--- src/rtl/mips_pkg.sv ---
// Shared encodings for the ID-stage ALU decode and the ID/EX pipeline register.
package mips_pkg;

    localparam logic [4:0] ALU_ADD  = 5'b00000;
    localparam logic [4:0] ALU_AND  = 5'b00001;
    localparam logic [4:0] ALU_XOR  = 5'b00010;
    localparam logic [4:0] ALU_OR   = 5'b00011;
    localparam logic [4:0] ALU_NOR  = 5'b00100;
    localparam logic [4:0] ALU_SUB  = 5'b00101;
    localparam logic [4:0] ALU_ANDI = 5'b00110;
    localparam logic [4:0] ALU_XORI = 5'b00111;
    localparam logic [4:0] ALU_ORI  = 5'b01000;
    localparam logic [4:0] ALU_JR   = 5'b01001;
    localparam logic [4:0] ALU_BEQ  = 5'b01010;
    localparam logic [4:0] ALU_BNE  = 5'b01011;
    localparam logic [4:0] ALU_BGEZ = 5'b01100;
    localparam logic [4:0] ALU_BGTZ = 5'b01101;
    localparam logic [4:0] ALU_BLEZ = 5'b01110;
    localparam logic [4:0] ALU_BLTZ = 5'b01111;
    localparam logic [4:0] ALU_SLL  = 5'b10000;
    localparam logic [4:0] ALU_SRL  = 5'b10001;
    localparam logic [4:0] ALU_SRA  = 5'b10010;
    localparam logic [4:0] ALU_SLT  = 5'b10011;
    localparam logic [4:0] ALU_SLTU = 5'b10100;

    localparam logic [5:0] OP_RTYPE  = 6'h00;
    localparam logic [5:0] OP_REGIMM = 6'h01;
    localparam logic [5:0] OP_BEQ    = 6'h04;
    localparam logic [5:0] OP_BNE    = 6'h05;
    localparam logic [5:0] OP_BLEZ   = 6'h06;
    localparam logic [5:0] OP_BGTZ   = 6'h07;
    localparam logic [5:0] OP_ADDI   = 6'h08;
    localparam logic [5:0] OP_ADDIU  = 6'h09;
    localparam logic [5:0] OP_SLTI   = 6'h0A;
    localparam logic [5:0] OP_SLTIU  = 6'h0B;
    localparam logic [5:0] OP_ANDI   = 6'h0C;
    localparam logic [5:0] OP_ORI    = 6'h0D;
    localparam logic [5:0] OP_XORI   = 6'h0E;
    localparam logic [5:0] OP_LUI    = 6'h0F;
    localparam logic [5:0] OP_LW     = 6'h23;
    localparam logic [5:0] OP_SW     = 6'h2B;

    localparam logic [5:0] FN_SLL  = 6'h00;
    localparam logic [5:0] FN_SRL  = 6'h02;
    localparam logic [5:0] FN_SRA  = 6'h03;
    localparam logic [5:0] FN_JR   = 6'h08;
    localparam logic [5:0] FN_ADD  = 6'h20;
    localparam logic [5:0] FN_ADDU = 6'h21;
    localparam logic [5:0] FN_SUB  = 6'h22;
    localparam logic [5:0] FN_SUBU = 6'h23;
    localparam logic [5:0] FN_AND  = 6'h24;
    localparam logic [5:0] FN_OR   = 6'h25;
    localparam logic [5:0] FN_XOR  = 6'h26;
    localparam logic [5:0] FN_NOR  = 6'h27;
    localparam logic [5:0] FN_SLT  = 6'h2A;
    localparam logic [5:0] FN_SLTU = 6'h2B;

    localparam logic [4:0] RT_BLTZ = 5'b00000;
    localparam logic [4:0] RT_BGEZ = 5'b00001;

    localparam logic [1:0] SRCA_RS    = 2'b00;
    localparam logic [1:0] SRCA_SHAMT = 2'b01;
    localparam logic [1:0] SRCA_C16   = 2'b10;

    typedef struct packed {
        logic [4:0]  alu_code;
        logic [1:0]  src_a;
        logic        src_b;
        logic [31:0] imm32;
        logic [4:0]  write_reg;
        logic        reg_write;
        logic        mem_read;
        logic        mem_write;
        logic        branch;
        logic        illegal;
    } dec_t;

    typedef struct packed {
        logic        valid;
        dec_t        dec;
        logic [31:0] pc4;
    } idex_t;

    function automatic logic [31:0] sext16(input logic [15:0] v);
        return {{16{v[15]}}, v};
    endfunction

endpackage

--- src/rtl/alu_op_decode.sv ---
// Pure combinational MIPS instruction -> ALU control bundle decode.
module alu_op_decode
    import mips_pkg::*;
(
    input  logic [31:0] instr,
    output dec_t        dec
);

    logic [5:0] op;
    logic [5:0] funct;
    logic [4:0] rt;
    logic [4:0] rd;

    assign op    = instr[31:26];
    assign funct = instr[5:0];
    assign rt    = instr[20:16];
    assign rd    = instr[15:11];

    always_comb begin
        dec           = '0;
        dec.imm32     = sext16(instr[15:0]);
        case (op)
            OP_RTYPE: begin
                dec.write_reg = rd;
                dec.reg_write = 1'b1;
                case (funct)
                    FN_ADD, FN_ADDU: dec.alu_code = ALU_ADD;
                    FN_SUB, FN_SUBU: dec.alu_code = ALU_SUB;
                    FN_AND:          dec.alu_code = ALU_AND;
                    FN_OR:           dec.alu_code = ALU_OR;
                    FN_XOR:          dec.alu_code = ALU_XOR;
                    FN_NOR:          dec.alu_code = ALU_NOR;
                    FN_SLT:          dec.alu_code = ALU_SLT;
                    FN_SLTU:         dec.alu_code = ALU_SLTU;
                    FN_SLL: begin
                        dec.alu_code = ALU_SLL;
                        dec.src_a    = SRCA_SHAMT;
                    end
                    FN_SRL: begin
                        dec.alu_code = ALU_SRL;
                        dec.src_a    = SRCA_SHAMT;
                    end
                    FN_SRA: begin
                        dec.alu_code = ALU_SRA;
                        dec.src_a    = SRCA_SHAMT;
                    end
                    FN_JR: begin
                        dec.alu_code  = ALU_JR;
                        dec.branch    = 1'b1;
                        dec.reg_write = 1'b0;
                    end
                    default: dec.illegal = 1'b1;
                endcase
            end
            OP_ADDI, OP_ADDIU, OP_SLTI, OP_SLTIU, OP_ANDI, OP_ORI, OP_XORI,
            OP_LUI, OP_LW, OP_SW: begin
                dec.src_b     = 1'b1;
                dec.write_reg = rt;
                dec.reg_write = 1'b1;
                case (op)
                    OP_SLTI:  dec.alu_code = ALU_SLT;
                    OP_SLTIU: dec.alu_code = ALU_SLTU;
                    OP_ANDI:  dec.alu_code = ALU_ANDI;
                    OP_ORI:   dec.alu_code = ALU_ORI;
                    OP_XORI:  dec.alu_code = ALU_XORI;
                    OP_LUI: begin
                        // lui is imm << 16, so the shift amount comes from the constant-16 source
                        dec.alu_code = ALU_SLL;
                        dec.src_a    = SRCA_C16;
                    end
                    OP_LW:    dec.mem_read = 1'b1;
                    OP_SW: begin
                        dec.mem_write = 1'b1;
                        dec.reg_write = 1'b0;
                    end
                    default:  dec.alu_code = ALU_ADD;
                endcase
            end
            OP_BEQ:  begin dec.alu_code = ALU_BEQ;  dec.branch = 1'b1; end
            OP_BNE:  begin dec.alu_code = ALU_BNE;  dec.branch = 1'b1; end
            OP_BLEZ: begin dec.alu_code = ALU_BLEZ; dec.branch = 1'b1; end
            OP_BGTZ: begin dec.alu_code = ALU_BGTZ; dec.branch = 1'b1; end
            OP_REGIMM: begin
                dec.branch = 1'b1;
                if (rt == RT_BGEZ)
                    dec.alu_code = ALU_BGEZ;
                else if (rt == RT_BLTZ)
                    dec.alu_code = ALU_BLTZ;
                else
                    dec.illegal = 1'b1;
            end
            default: dec.illegal = 1'b1;
        endcase

        // Illegal encodings keep only the immediate so nothing downstream has side effects.
        if (dec.illegal) begin
            dec         = '0;
            dec.illegal = 1'b1;
            dec.imm32   = sext16(instr[15:0]);
        end
        if (dec.write_reg == 5'd0)
            dec.reg_write = 1'b0;
    end

endmodule

--- src/rtl/id_ex_alu_decode.sv ---
// ID/EX pipeline register for the decoded ALU control bundle, with hold and bubble control.
module id_ex_alu_decode
    import mips_pkg::*;
#(
    parameter bit RESET_PC_ZERO = 1'b1
) (
    input  logic        clk,
    input  logic        reset,
    input  logic        id_valid,
    input  logic [31:0] id_instr,
    input  logic [31:0] id_pc4,
    input  logic        idex_hold,
    input  logic        idex_bubble,
    output logic        ex_valid,
    output logic [4:0]  ex_ALUCode,
    output logic [1:0]  ex_ALUSrcA,
    output logic        ex_ALUSrcB,
    output logic [31:0] ex_imm32,
    output logic [4:0]  ex_WriteReg,
    output logic        ex_RegWrite,
    output logic        ex_MemRead,
    output logic        ex_MemWrite,
    output logic        ex_Branch,
    output logic        ex_illegal,
    output logic [31:0] ex_pc4
);

    localparam logic [31:0] RST_PC4 = RESET_PC_ZERO ? 32'h0000_0000 : 32'hBFC0_0004;

    dec_t  id_dec;
    idex_t idex_d;
    idex_t idex_q;

    alu_op_decode u_dec (
        .instr (id_instr),
        .dec   (id_dec)
    );

    always_comb begin
        idex_d = idex_q;
        if (!idex_hold) begin
            if (idex_bubble || !id_valid) begin
                idex_d     = '0;
                idex_d.pc4 = id_pc4;
            end else begin
                idex_d.valid = 1'b1;
                idex_d.dec   = id_dec;
                idex_d.pc4   = id_pc4;
            end
        end
    end

    always_ff @(posedge clk or posedge reset) begin
        if (reset) begin
            idex_q     <= '0;
            idex_q.pc4 <= RST_PC4;
        end else begin
            idex_q <= idex_d;
        end
    end

    assign ex_valid    = idex_q.valid;
    assign ex_ALUCode  = idex_q.dec.alu_code;
    assign ex_ALUSrcA  = idex_q.dec.src_a;
    assign ex_ALUSrcB  = idex_q.dec.src_b;
    assign ex_imm32    = idex_q.dec.imm32;
    assign ex_WriteReg = idex_q.dec.write_reg;
    assign ex_RegWrite = idex_q.dec.reg_write;
    assign ex_MemRead  = idex_q.dec.mem_read;
    assign ex_MemWrite = idex_q.dec.mem_write;
    assign ex_Branch   = idex_q.dec.branch;
    assign ex_illegal  = idex_q.dec.illegal;
    assign ex_pc4      = idex_q.pc4;

endmodule

--- config.mk ---
export PLATFORM = sky130hd
export DESIGN_NAME = id_ex_alu_decode
export DESIGN_NICKNAME = d
export VERILOG_FILES = /design/src/rtl/mips_pkg.sv /design/src/rtl/alu_op_decode.sv /design/src/rtl/id_ex_alu_decode.sv
export SDC_FILE = /design/constraint.sdc
export NUM_CORES = 1
export LEC_CHECK = 0
export CORE_ASPECT_RATIO = 1.4
export CORE_MARGIN = 3
export CORE_UTILIZATION = 41
export DETAILED_ROUTE_END_ITERATION = 10
export PLACE_DENSITY_LB_ADDON = 0.2
export SETUP_SLACK_MARGIN = 0.5
export SLEW_MARGIN = 20
export SYNTH_ARGS = -nofsm -noshare
export SYNTH_HDL_FRONTEND = slang
export SYNTH_SLANG_ARGS = --single-unit
export TNS_END_PERCENT = 30
--- constraint.sdc ---
create_clock -name clk -period 2.75 [get_ports clk]
set_input_delay 0.55 -clock clk [delete_from_list [all_inputs] [get_ports clk]]
set_output_delay 0.55 -clock clk [all_outputs]
set_load 0.005 [all_outputs]
==> run summary, run 1 <==
Final Hold Viols = 0
largest cells by area after synthesis = dfrtp_1, mux2_2, a22o_1
synthesis-stage register bit count = 67
Clk pin slew, worst setup/hold paths = 0.07 ns
antenna cells = 0
nature of the critical path startpoint = input port
via/cell ratio = 5.22
largest net degree at the start of global routing = 68
synthesized cell area = 3200 um2
Max-Cap Viols = 0
Arr. time, crit path = 2.48 ns
top cell type's share of synthesized area = 0.525
yosys warns = 0
clk_lat worst skew = 0.33 ns
CTS Root Cell = clkbuf_8
number of remaining DRC errors = 0
crit path time final = 2.21 ns
layout cell share with drive strength beyond 1 = 0.212
status = complete, no violations
WL/cell = 17.3 um
DRT iter0 DRCs = 135
Cell Area, Placed = 4720 um2
DIE AREA = 8900 um2
placed cells = 495
worst setup path class = in2reg
vias in the first global route = 2723
Design Area, Final = 4970 um2
CP required = 3.02 ns
# clock sinks = 67
Post-Syn Instances = 268
DIE HEIGHT = 110 um
setup_tns = 0 ns
Overall Power = 2.33 mW
Avg Cell Area, Syn = 11.9 um2
CP Capture Type = flop
leakage = 2.12 nW
PD cells = 468 nW/um2
EDFF count, synth = 0
Final HPWL DP = 6700 um
type of the worst min-delay path = reg2reg
proportion of synthesized chip area in sequential cells = 0.525
post-synth top area cell = dfrtp_1
GR Util met1 = 0.229
maximum fanout along the worst path = 5
# fillers = 614
critical path's slowest cell = or4_4
core footprint = 7450 um2
DIE WIDTH = 80.6 um
# nets final = 479
RSZ-0062 raised after global routing = false
CTS tree = built
Max Slew Vio Count = 0
crit path cell chain = clkdlybuf4s50_1 -> or4_4 -> a221o_2 -> nor3_4 -> buf_4 -> a32o_1
met3 Use GR = 0.0473
combined area of the multi-input logic cells = 1320 um2
Layout area overhead = 55.6%
Async S/R FF share, synth = 1.00
Initial Util = 0.429
Rows = 37
Register Area = 1680 um2
Routability Congestion = 0.850
non-filler instance count after layout = 512
Least-Margin Pin Slew = 0.640 ns
Longest Clk Path Bufs = 2
final setup vio count = 0
total gr overflow = 0
Worst slew margin = 0.573
largest stage delay on the critical path = 0.54 ns
# IOs = 152
H-tree depth = 3
drt pass-1 iters = 4
Cell variety after synth = 48
final clock skew = 0 ns
GR peak layer = met2
fmax = 453 MHz
Total Wirelength = 8860 um
Tot GR Track Use = 0.205
Main synth FF type = dfrtp_1
total CTS buffers = 9
via count = 2674
Period Utilization, post-route = 0.803
Final ANT Viol Nets = 0
initial antenna violation count = 0
port bufs = 146
Synthesized Nets = 337
first-pass GRT wire length = 13900 um
peak supply drop = 0.251 mV
grt met2 use = 0.372
## layout make-up
| cell class | instances | share of cell area |
|---|---|---|
| Sequential cell | 67 | 0.337 |
| Clock inverter | 1 | 0.00101 |
| Tap cell | 97 | 0.0244 |
| Timing Repair Buffer | 166 | 0.329 |
| Multi-Input combinational cell | 160 | 0.266 |
| Clock buffer | 15 | 0.0375 |
| Inverter | 6 | 0.00453 |
## sequential cells by signal (all words and copies together), names as in the netlist, 2 cells and up
name,cells
ex_WriteReg,5
ex_ALUCode,5
ex_pc4,32
ex_ALUSrcA,2
ex_imm32,16
## worst max-delay path: cells and delay by family
kind	cells	cell delay (ns)
and+or+nand+nor	2	0.76
AOI/OAI and AO/OA	2	0.54
buffers and inverters	2	0.63
## path summary, 6_finish.rpt
kind,slack [ns],cells past startpoint,end,from
worst max-delay path,0.54,6,ex_ALUSrcA[0]$_DFFE_PP0N_,id_instr[19]
worst min-delay path,0.48,2,ex_valid$_DFFE_PP0N_,ex_valid$_DFFE_PP0N_
worst max register to register,1.80,1,ex_imm32[30]$_DFFE_PP0N_,ex_imm32[30]$_DFFE_PP0N_
worst min register to register,0.48,2,ex_valid$_DFFE_PP0N_,ex_valid$_DFFE_PP0N_
max in group asynchronous,1.87,3,ex_imm32[14]$_DFFE_PP0N_,reset
min in group asynchronous,0.61,3,ex_pc4[18]$_DFFE_PP0N_,reset
## power breakdown
part,leakage (nW),internal [mW],switching [mW],total [mW]
combinational,1.17,0.299,0.173,0.471
sequential,0.854,1.05,0.0349,1.08
clock,0.0997,0.426,0.346,0.772
## synthesized netlist by cell type (all sizes together), types with 2 or more instances
library cell   n
nand2         14
a22o          33
a32o           2
or3b           2
mux2          32
dfrtp         67
nor2           6
clkbuf         5
inv            6
a31oi          4
or4            4
nand2b         9
nor3           5
o21ai          6
o21bai         2
nor4           2
a21oi          5
o22ai          4
nand3b         2
buf           30
o32ai          3
nand4b         2
or2            4
## cell usage in the layout, fill, tap and decap left out, types with 6 or more instances in the layout
cell type / count
nand2_1: 14
dfrtp_1: 67
a22o_1: 33
buf_4: 18
nand2b_1: 8
dlymetal6s2s_1: 6
clkdlybuf4s50_1: 139
mux2_2: 32
clkbuf_8: 13
o21ai_0: 6
nor2_1: 6
## kinds of logic after synthesis
group | share of synthesized area
multiplexers | 0.113
flip-flops | 0.525
AND/OR/NAND/NOR | 0.109
AO/OA/AOI/OAI | 0.178
buffers and inverters | 0.0752
## timing repair
item,CTS,global route
gates cloned,0,0
setup buffers,0,1
hold buffers,0,0
hold endpoints to repair,0,0
setup endpoints to repair,2,17
pin swaps,1,4
gates resized for setup,1,12
## layer usage
metal | up-vias | part of all wire
met5 | - | 0
met4 | 0 | 0.011
met3 | 8 | 0.064
met2 | 101 | 0.54
met1 | 1303 | 0.38
li1 | 1262 | -
## stage by stage
step	util	hold slack [ns]	setup WS [ns]
6_report	0.667	0.485	0.543
5_1_grt	0.667	0.517	0.501
4_1_cts	0.659	0.489	0.527
3_5_place_dp	0.633	0.473	0.0958
3_3_place_gp	0.633	0.465	0.134
2_1_floorplan	-	0.473	0.517
Power figures use the tool's default switching activity.
==> run 2, diff against run 1 <==
clock period = 2.1 ns   (was 2.75 ns; I/O delays follow)
==> run 2 against run 1 <==
Non-clock buffer count increased by 29. Clock skew unchanged. Critical path type unchanged. Highest routed layer unchanged. Register-to-register slack got worse by 0.70 ns. Largest power group unchanged. Final area increased by 5.6%. Worst setup slack got worse by 0.23 ns. Flip-flop and latch count unchanged. Sequential share of layout area decreased by 1.8 points. Clock power increased by 66%. Die area unchanged. Via count increased by 4.1%. Wire length increased by 4.9%. Critical path depth unchanged.
==> run summary, run 2 (synthesis results as in run 1) <==
CTS tree = built (unchanged)
pre-CTS WS = -0.404 ns (was 0.0958 ns)
DRT iter0 DRCs = 152 (was 135)
H-tree depth = 3 (unchanged)
DIE HEIGHT = 110 um (unchanged)
Worst slew margin = 0.641 (was 0.573)
vias in the first global route = 2897 (was 2723)
largest net degree at the start of global routing = 57 (was 68)
# nets final = 508 (was 479)
Switching Fraction = 0.232 (was 0.238)
Period Utilization, post-route = 0.851
largest stage delay on the critical path = 0.54 ns (about the same)
core footprint = 7450 um2 (unchanged)
Tot GR Track Use = 0.214 (was 0.205)
most frequent cells in the layout = clkdlybuf4s50_1, dfrtp_1, buf_4 (was clkdlybuf4s50_1, dfrtp_1, a22o_1)
CP required = 2.38 ns (was 3.02 ns)
# IOs = 152 (unchanged)
Final HPWL DP = 7020 um (was 6700 um)
most common cell after layout, fill and taps aside = clkdlybuf4s50_1 (unchanged)
port bufs = 146 (unchanged)
P_sw = 777 uW (was 553 uW)
fmax = 559 MHz
PD cells = 637 nW/um2 (was 468 nW/um2)
crit path cell chain = buf_6 -> or4_4 -> a221o_2 -> nor3_4 -> buf_6 -> a32o_1 (was clkdlybuf4s50_1 -> or4_4 -> a221o_2 -> nor3_4 -> buf_4 -> a32o_1)
total gr overflow = 0 (unchanged)
clk_lat worst skew = 0.33 ns (about the same)
Routability Congestion = 0.907 (was 0.850)
Rows = 37 (unchanged)
crit path time final = 1.79 ns
CP startpoint = id_instr[17] (was id_instr[19])
critical path's slowest cell = or4_4 (unchanged)
Cell Area, Placed = 4880 um2 (was 4720 um2)
# clock sinks = 67 (unchanged)
part of the power in registers = 0.423 (was 0.466)
initial antenna violation count = 0 (unchanged)
P_int = 2.57 mW (was 1.77 mW)
WL/cell = 17.2 um (was 17.3 um)
via count = 2784 (was 2674)
Clock Power Share = 0.384 (was 0.332)
Max Slew Vio Count = 0 (unchanged)
CP Capture Type = flop (unchanged)
Clk pin slew, worst setup/hold paths = 0.08 ns (was 0.07 ns)
type of the worst min-delay path = in2async (was reg2reg)
Final Hold Viols = 0 (unchanged)
Total Wirelength = 9300 um (was 8860 um)
peak supply drop = 0.370 mV (was 0.251 mV)
post-route setup slack = 0.312 ns (was 0.543 ns)
# fillers = 585 (was 614)
leakage = 2.52 nW (was 2.12 nW)
most frequent cell on the critical path = buf_6
status = complete, no violations (unchanged)
antenna cells = 0 (unchanged)
RSZ-0062 raised after global routing = true (was false)
Final ANT Viol Nets = 0 (unchanged)
first-pass GRT wire length = 14500 um (was 13900 um)
maximum fanout along the worst path = 5 (unchanged)
Design Area, Final = 5250 um2 (was 4970 um2)
Arr. time, crit path = 2.06 ns (was 2.48 ns)
worst setup path class = in2reg (unchanged)
CTS Root Cell = clkbuf_8 (unchanged)
combinational power share = 0.193 (was 0.203)
Max-Cap Viols = 0 (unchanged)
number of remaining DRC errors = 0 (unchanged)
total CTS buffers = 9 (unchanged)
reg2reg start = ex_imm32[30]$_DFFE_PP0N_ (unchanged)
layout cell share with drive strength beyond 1 = 0.289 (was 0.212)
Longest Clk Path Bufs = 2 (unchanged)
Initial Util = 0.429 (unchanged)
Bufs and invs on worst path = 2 (unchanged)
Layout area overhead = 64.3% (was 55.6%)
final clock skew = 0 ns (unchanged)
nature of the critical path startpoint = input port (unchanged)
critical path's top delay family = simple AND/OR/NAND/NOR gates (unchanged)
DIE WIDTH = 80.6 um (unchanged)
Least-Margin Pin Slew = 0.539 ns (was 0.640 ns)
final setup vio count = 0 (unchanged)
max reg flops = 32 (unchanged)
DIE AREA = 8900 um2 (unchanged)
via/cell ratio = 5.16 (was 5.22)
drt pass-1 iters = 4 (unchanged)
run 2: cell count changes in the layout (fill, tap and decap cells not counted), sizes merged:
cell           before  now
clkbuf             15    9
clkdlybuf4s50     139  104
buf                21   58
clkinv              1    2
clkinvlp            0    2
dlygate4sd2         0   20
dlymetal6s2s        6   13
bufinv              0    3
inv                 6    5
run 2: metrics by stage:
step	TNS, ns	hold slack, ns	total power [mW]	utilization	std cells
floorplan	0	0.473	1.68	-	268
global placement	-5.42	0.465	2.08	0.655	517
detailed placement	-6.34	0.472	2.09	0.655	517
CTS	0	0.367	3.38	0.696	538
global route	0	0.368	3.49	0.704	540
finish	0	0.375	3.34	0.704	540
run 2: layout make-up:
type | count | area (um2) | area share
Clock buffer | 9 | 124 | 0.0236
Clock inverter | 6 | 115 | 0.0219
Inverter | 6 | 26.3 | 0.00500
Multi-Input combinational cell | 160 | 1330 | 0.253
Sequential cell | 67 | 1680 | 0.320
Tap cell | 97 | 121 | 0.0231
Timing Repair Buffer | 195 | 1860 | 0.354
run 2: path summary, 6_finish.rpt:
| check | endpoint | slack, ns | cells past startpoint |
|---|---|---|---|
| max | ex_ALUSrcA[0]$_DFFE_PP0N_ | 0.31 | 6 |
| min | ex_pc4[4]$_DFFE_PP0N_ | 0.38 | 2 |
| max reg2reg | ex_imm32[30]$_DFFE_PP0N_ | 1.10 | 3 |
| min reg2reg | ex_valid$_DFFE_PP0N_ | 0.49 | 2 |
| max in group asynchronous | ex_imm32[30]$_DFFE_PP0N_ | 1.14 | 3 |
| min in group clk | ex_WriteReg[3]$_DFFE_PP0N_ | 0.43 | 3 |
run 2: repair_timing:
item / in CTS / in global routing
hold endpoints to repair: 0 / 0
hold buffers: 0 / 0
pin swaps: 10 / 9
cloned: 1 / 0
setup endpoints to repair: 101 / 100
resized for setup: 67 / 17
buffers inserted: 5 / 2
run 2: power groups by stage:
stage          clock [mW]  combinational [mW]  sequential (mW)
2_1_floorplan           0               0.236             1.45
3_3_place_gp            0               0.638             1.44
3_5_place_dp            0               0.648             1.44
4_1_cts              1.31               0.654             1.41
5_1_grt              1.37               0.699             1.42
6_report             1.28               0.645             1.41
run 2: routing by layer:
layer	GRT usage	wire length [um]
met2	0.391	5040
met5	0	0
met4	0.0879	251
met1	0.222	3370
met3	0.0579	631
==> run 3, diff against run 2 <==
CTS_CLUSTER_DIAMETER = 50   (was not set)
GPL_TIMING_DRIVEN = 0   (was not set)
==> run 3 against run 2 <==
Sequential share of layout area rose by 0.11 points. First-iteration DRC count fell by 25%. Sequential power barely moved. Largest power group unchanged. Clock skew did not move.
==> run summary, run 3 (synthesis results as in run 1) <==
reg2reg start = ex_imm32[30]$_DFFE_PP0N_ (unchanged)
Rows = 37 (unchanged)
total gr overflow = 0 (unchanged)
critical path's top delay family = simple AND/OR/NAND/NOR gates (unchanged)
CTS tree = built (unchanged)
first-pass GRT wire length = 15500 um (was 14500 um)
CP startpoint = id_instr[20] (was id_instr[17])
Arr. time, crit path = 2.11 ns (was 2.06 ns)
Initial Util = 0.429 (unchanged)
# clock sinks = 67 (unchanged)
DIE WIDTH = 80.6 um (unchanged)
Max Slew Vio Count = 0 (unchanged)
antenna cells = 0 (unchanged)
# fillers = 587 (was 585)
P_int = 2.29 mW (was 2.57 mW)
# nets final = 510 (was 508)
final clock skew = 0 ns (unchanged)
H-tree depth = 3 (unchanged)
CTS Root Cell = clkbuf_8 (unchanged)
crit path cell chain = buf_6 -> or4_4 -> a221o_2 -> nor3_4 -> buf_4 -> a32o_1 (was buf_6 -> or4_4 -> a221o_2 -> nor3_4 -> buf_6 -> a32o_1)
setup_tns = 0 ns (unchanged)
Worst slew margin = 0.623 (was 0.641)
status = complete, no violations (unchanged)
total CTS buffers = 9 (unchanged)
number of remaining DRC errors = 0 (unchanged)
leakage = 2.30 nW (was 2.52 nW)
DIE AREA = 8900 um2 (unchanged)
CP required = 2.37 ns (was 2.38 ns)
drt pass-1 iters = 4 (unchanged)
Clk pin slew, worst setup/hold paths = 0.07 ns (was 0.08 ns)
combined area of the multi-input logic cells = 1330 um2 (about the same)
Final Hold Viols = 0 (unchanged)
Design Area, Final = 5230 um2 (was 5250 um2)
worst setup path endpoint = ex_RegWrite$_DFFE_PP0N_ (was ex_ALUSrcA[0]$_DFFE_PP0N_)
critical path's slowest cell = or4_4 (unchanged)
layout cell share with drive strength beyond 1 = 0.321 (was 0.289)
crit path time final = 1.84 ns (was 1.79 ns)
PD cells = 587 nW/um2 (was 637 nW/um2)
CP Capture Type = flop (unchanged)
Longest Clk Path Bufs = 2 (unchanged)
FF-to-FF setup slack = 1.08 ns (was 1.10 ns)
Switching Fraction = 0.252 (was 0.232)
Register Area = 1680 um2 (unchanged)
Total Wirelength = 9820 um (was 9300 um)
maximum fanout along the worst path = 5 (unchanged)
RSZ-0062 raised after global routing = true (unchanged)
peak supply drop = 0.388 mV (was 0.370 mV)
Final ANT Viol Nets = 0 (unchanged)
Cell Area, Placed = 4790 um2 (was 4880 um2)
Bufs and invs on worst path = 2 (unchanged)
DRT iter0 DRCs = 114 (was 152)
clk_lat worst skew = 0.33 ns (about the same)
Routability Congestion = 0.914 (was 0.907)
# IOs = 152 (unchanged)
Least-Margin Pin Slew = 0.566 ns (was 0.539 ns)
Final HPWL DP = 7180 um (was 7020 um)
type of the worst min-delay path = in2reg (was in2async)
via count = 2871 (was 2784)
vias in the first global route = 3030 (was 2897)
largest stage delay on the critical path = 0.55 ns (was 0.54 ns)
Clock Power Share = 0.315 (was 0.384)
WL/cell = 18.1 um (was 17.2 um)
initial antenna violation count = 0 (unchanged)
P_sw = 774 uW (was 777 uW)
most frequent cells in the layout = clkdlybuf4s50_1, dfrtp_1, buf_6, a22o_1, mux2_2 (was clkdlybuf4s50_1, dfrtp_1, buf_4)
r2r worst-path depth = 3 (unchanged)
worst reg2reg path endpoint = ex_imm32[30]$_DFFE_PP0N_ (unchanged)
Period Utilization, post-route = 0.877 (was 0.851)
max reg flops = 32 (unchanged)
nature of the critical path startpoint = input port (unchanged)
most common cell after layout, fill and taps aside = clkdlybuf4s50_1 (unchanged)
Layout area overhead = 63.7% (was 64.3%)
Max-Cap Viols = 0 (unchanged)
hold-critical path depth = 3
combinational power share = 0.223 (was 0.193)
worst setup path class = in2reg (unchanged)
core footprint = 7450 um2 (unchanged)
via/cell ratio = 5.29 (was 5.16)
port bufs = 142 (was 146)
final setup vio count = 0 (unchanged)
DIE HEIGHT = 110 um (unchanged)
fmax = 543 MHz (was 559 MHz)
largest net degree at the start of global routing = 33 (was 57)
part of the power in registers = 0.462 (was 0.423)
number of cells on the critical path = 6 (unchanged)
Tot GR Track Use = 0.226 (was 0.214)
## run 3: worst reg2reg max path, cell delays in order, from the launching register on
cell	delay [ns]
dfrtp_2	0.44
buf_6	0.14
buf_4	0.12
a22o_1	0.21
## run 3: layer usage
layer,global-route usage,part of all wire,up-vias,routed length (um)
met5,0,0,-,0
met4,0.0755,0.021,0,204
met3,0.0571,0.067,15,659
met2,0.418,0.55,111,5360
met1,0.241,0.37,1411,3590
li1,-,-,1334,-
## run 3: worst min path at each step
stage                                             to  slack [ns]                     from
after global routing      ex_WriteReg[1]$_DFFE_PP0N_        0.42             id_instr[17]
after CTS                 ex_WriteReg[1]$_DFFE_PP0N_        0.40             id_instr[17]
after global placement          ex_valid$_DFFE_PP0N_        0.46     ex_valid$_DFFE_PP0N_
after detailed placement     ex_imm32[1]$_DFFE_PP0N_        0.47  ex_imm32[1]$_DFFE_PP0N_
final                     ex_WriteReg[1]$_DFFE_PP0N_        0.42             id_instr[17]
after floorplan               ex_illegal$_DFFE_PP0N_        0.47   ex_illegal$_DFFE_PP0N_
## run 3: final cells by class
type | count | share of cell area
Sequential cell | 67 | 0.321
Timing Repair Buffer | 162 | 0.309
Multi-Input combinational cell | 160 | 0.255
Buffer | 35 | 0.0526
Clock buffer | 12 | 0.0297
Tap cell | 97 | 0.0232
Inverter | 6 | 0.00502
Clock inverter | 4 | 0.00478
## run 3: metrics by stage
step / hold slack, ns / power (mW) / std cells / utilization / setup slack [ns]
floorplan: 0.473 / 1.68 / 268 / - / 0.0879
global route: 0.416 / 3.21 / 543 / 0.702 / 0.242
CTS: 0.403 / 3.09 / 543 / 0.698 / 0.318
finish: 0.418 / 3.07 / 543 / 0.702 / 0.258
detailed placement: 0.473 / 2.08 / 509 / 0.643 / -0.731
global placement: 0.465 / 2.06 / 507 / 0.636 / -0.735
## run 3: power by group through the flow
stage | clock, mW | combinational [mW] | sequential (mW)
after floorplan | 0 | 0.236 | 1.45
after global placement | 0 | 0.617 | 1.44
after detailed placement | 0 | 0.638 | 1.44
after CTS | 0.987 | 0.683 | 1.42
after global routing | 1.05 | 0.733 | 1.43
final | 0.967 | 0.684 | 1.42
## run 3: timing repair
action	CTS	global route
cloned	3	0
buffers inserted	15	0
endpoints found under the setup margin	110	112
hold buffers	0	0
resized for setup	151	11
pin swaps	10	6
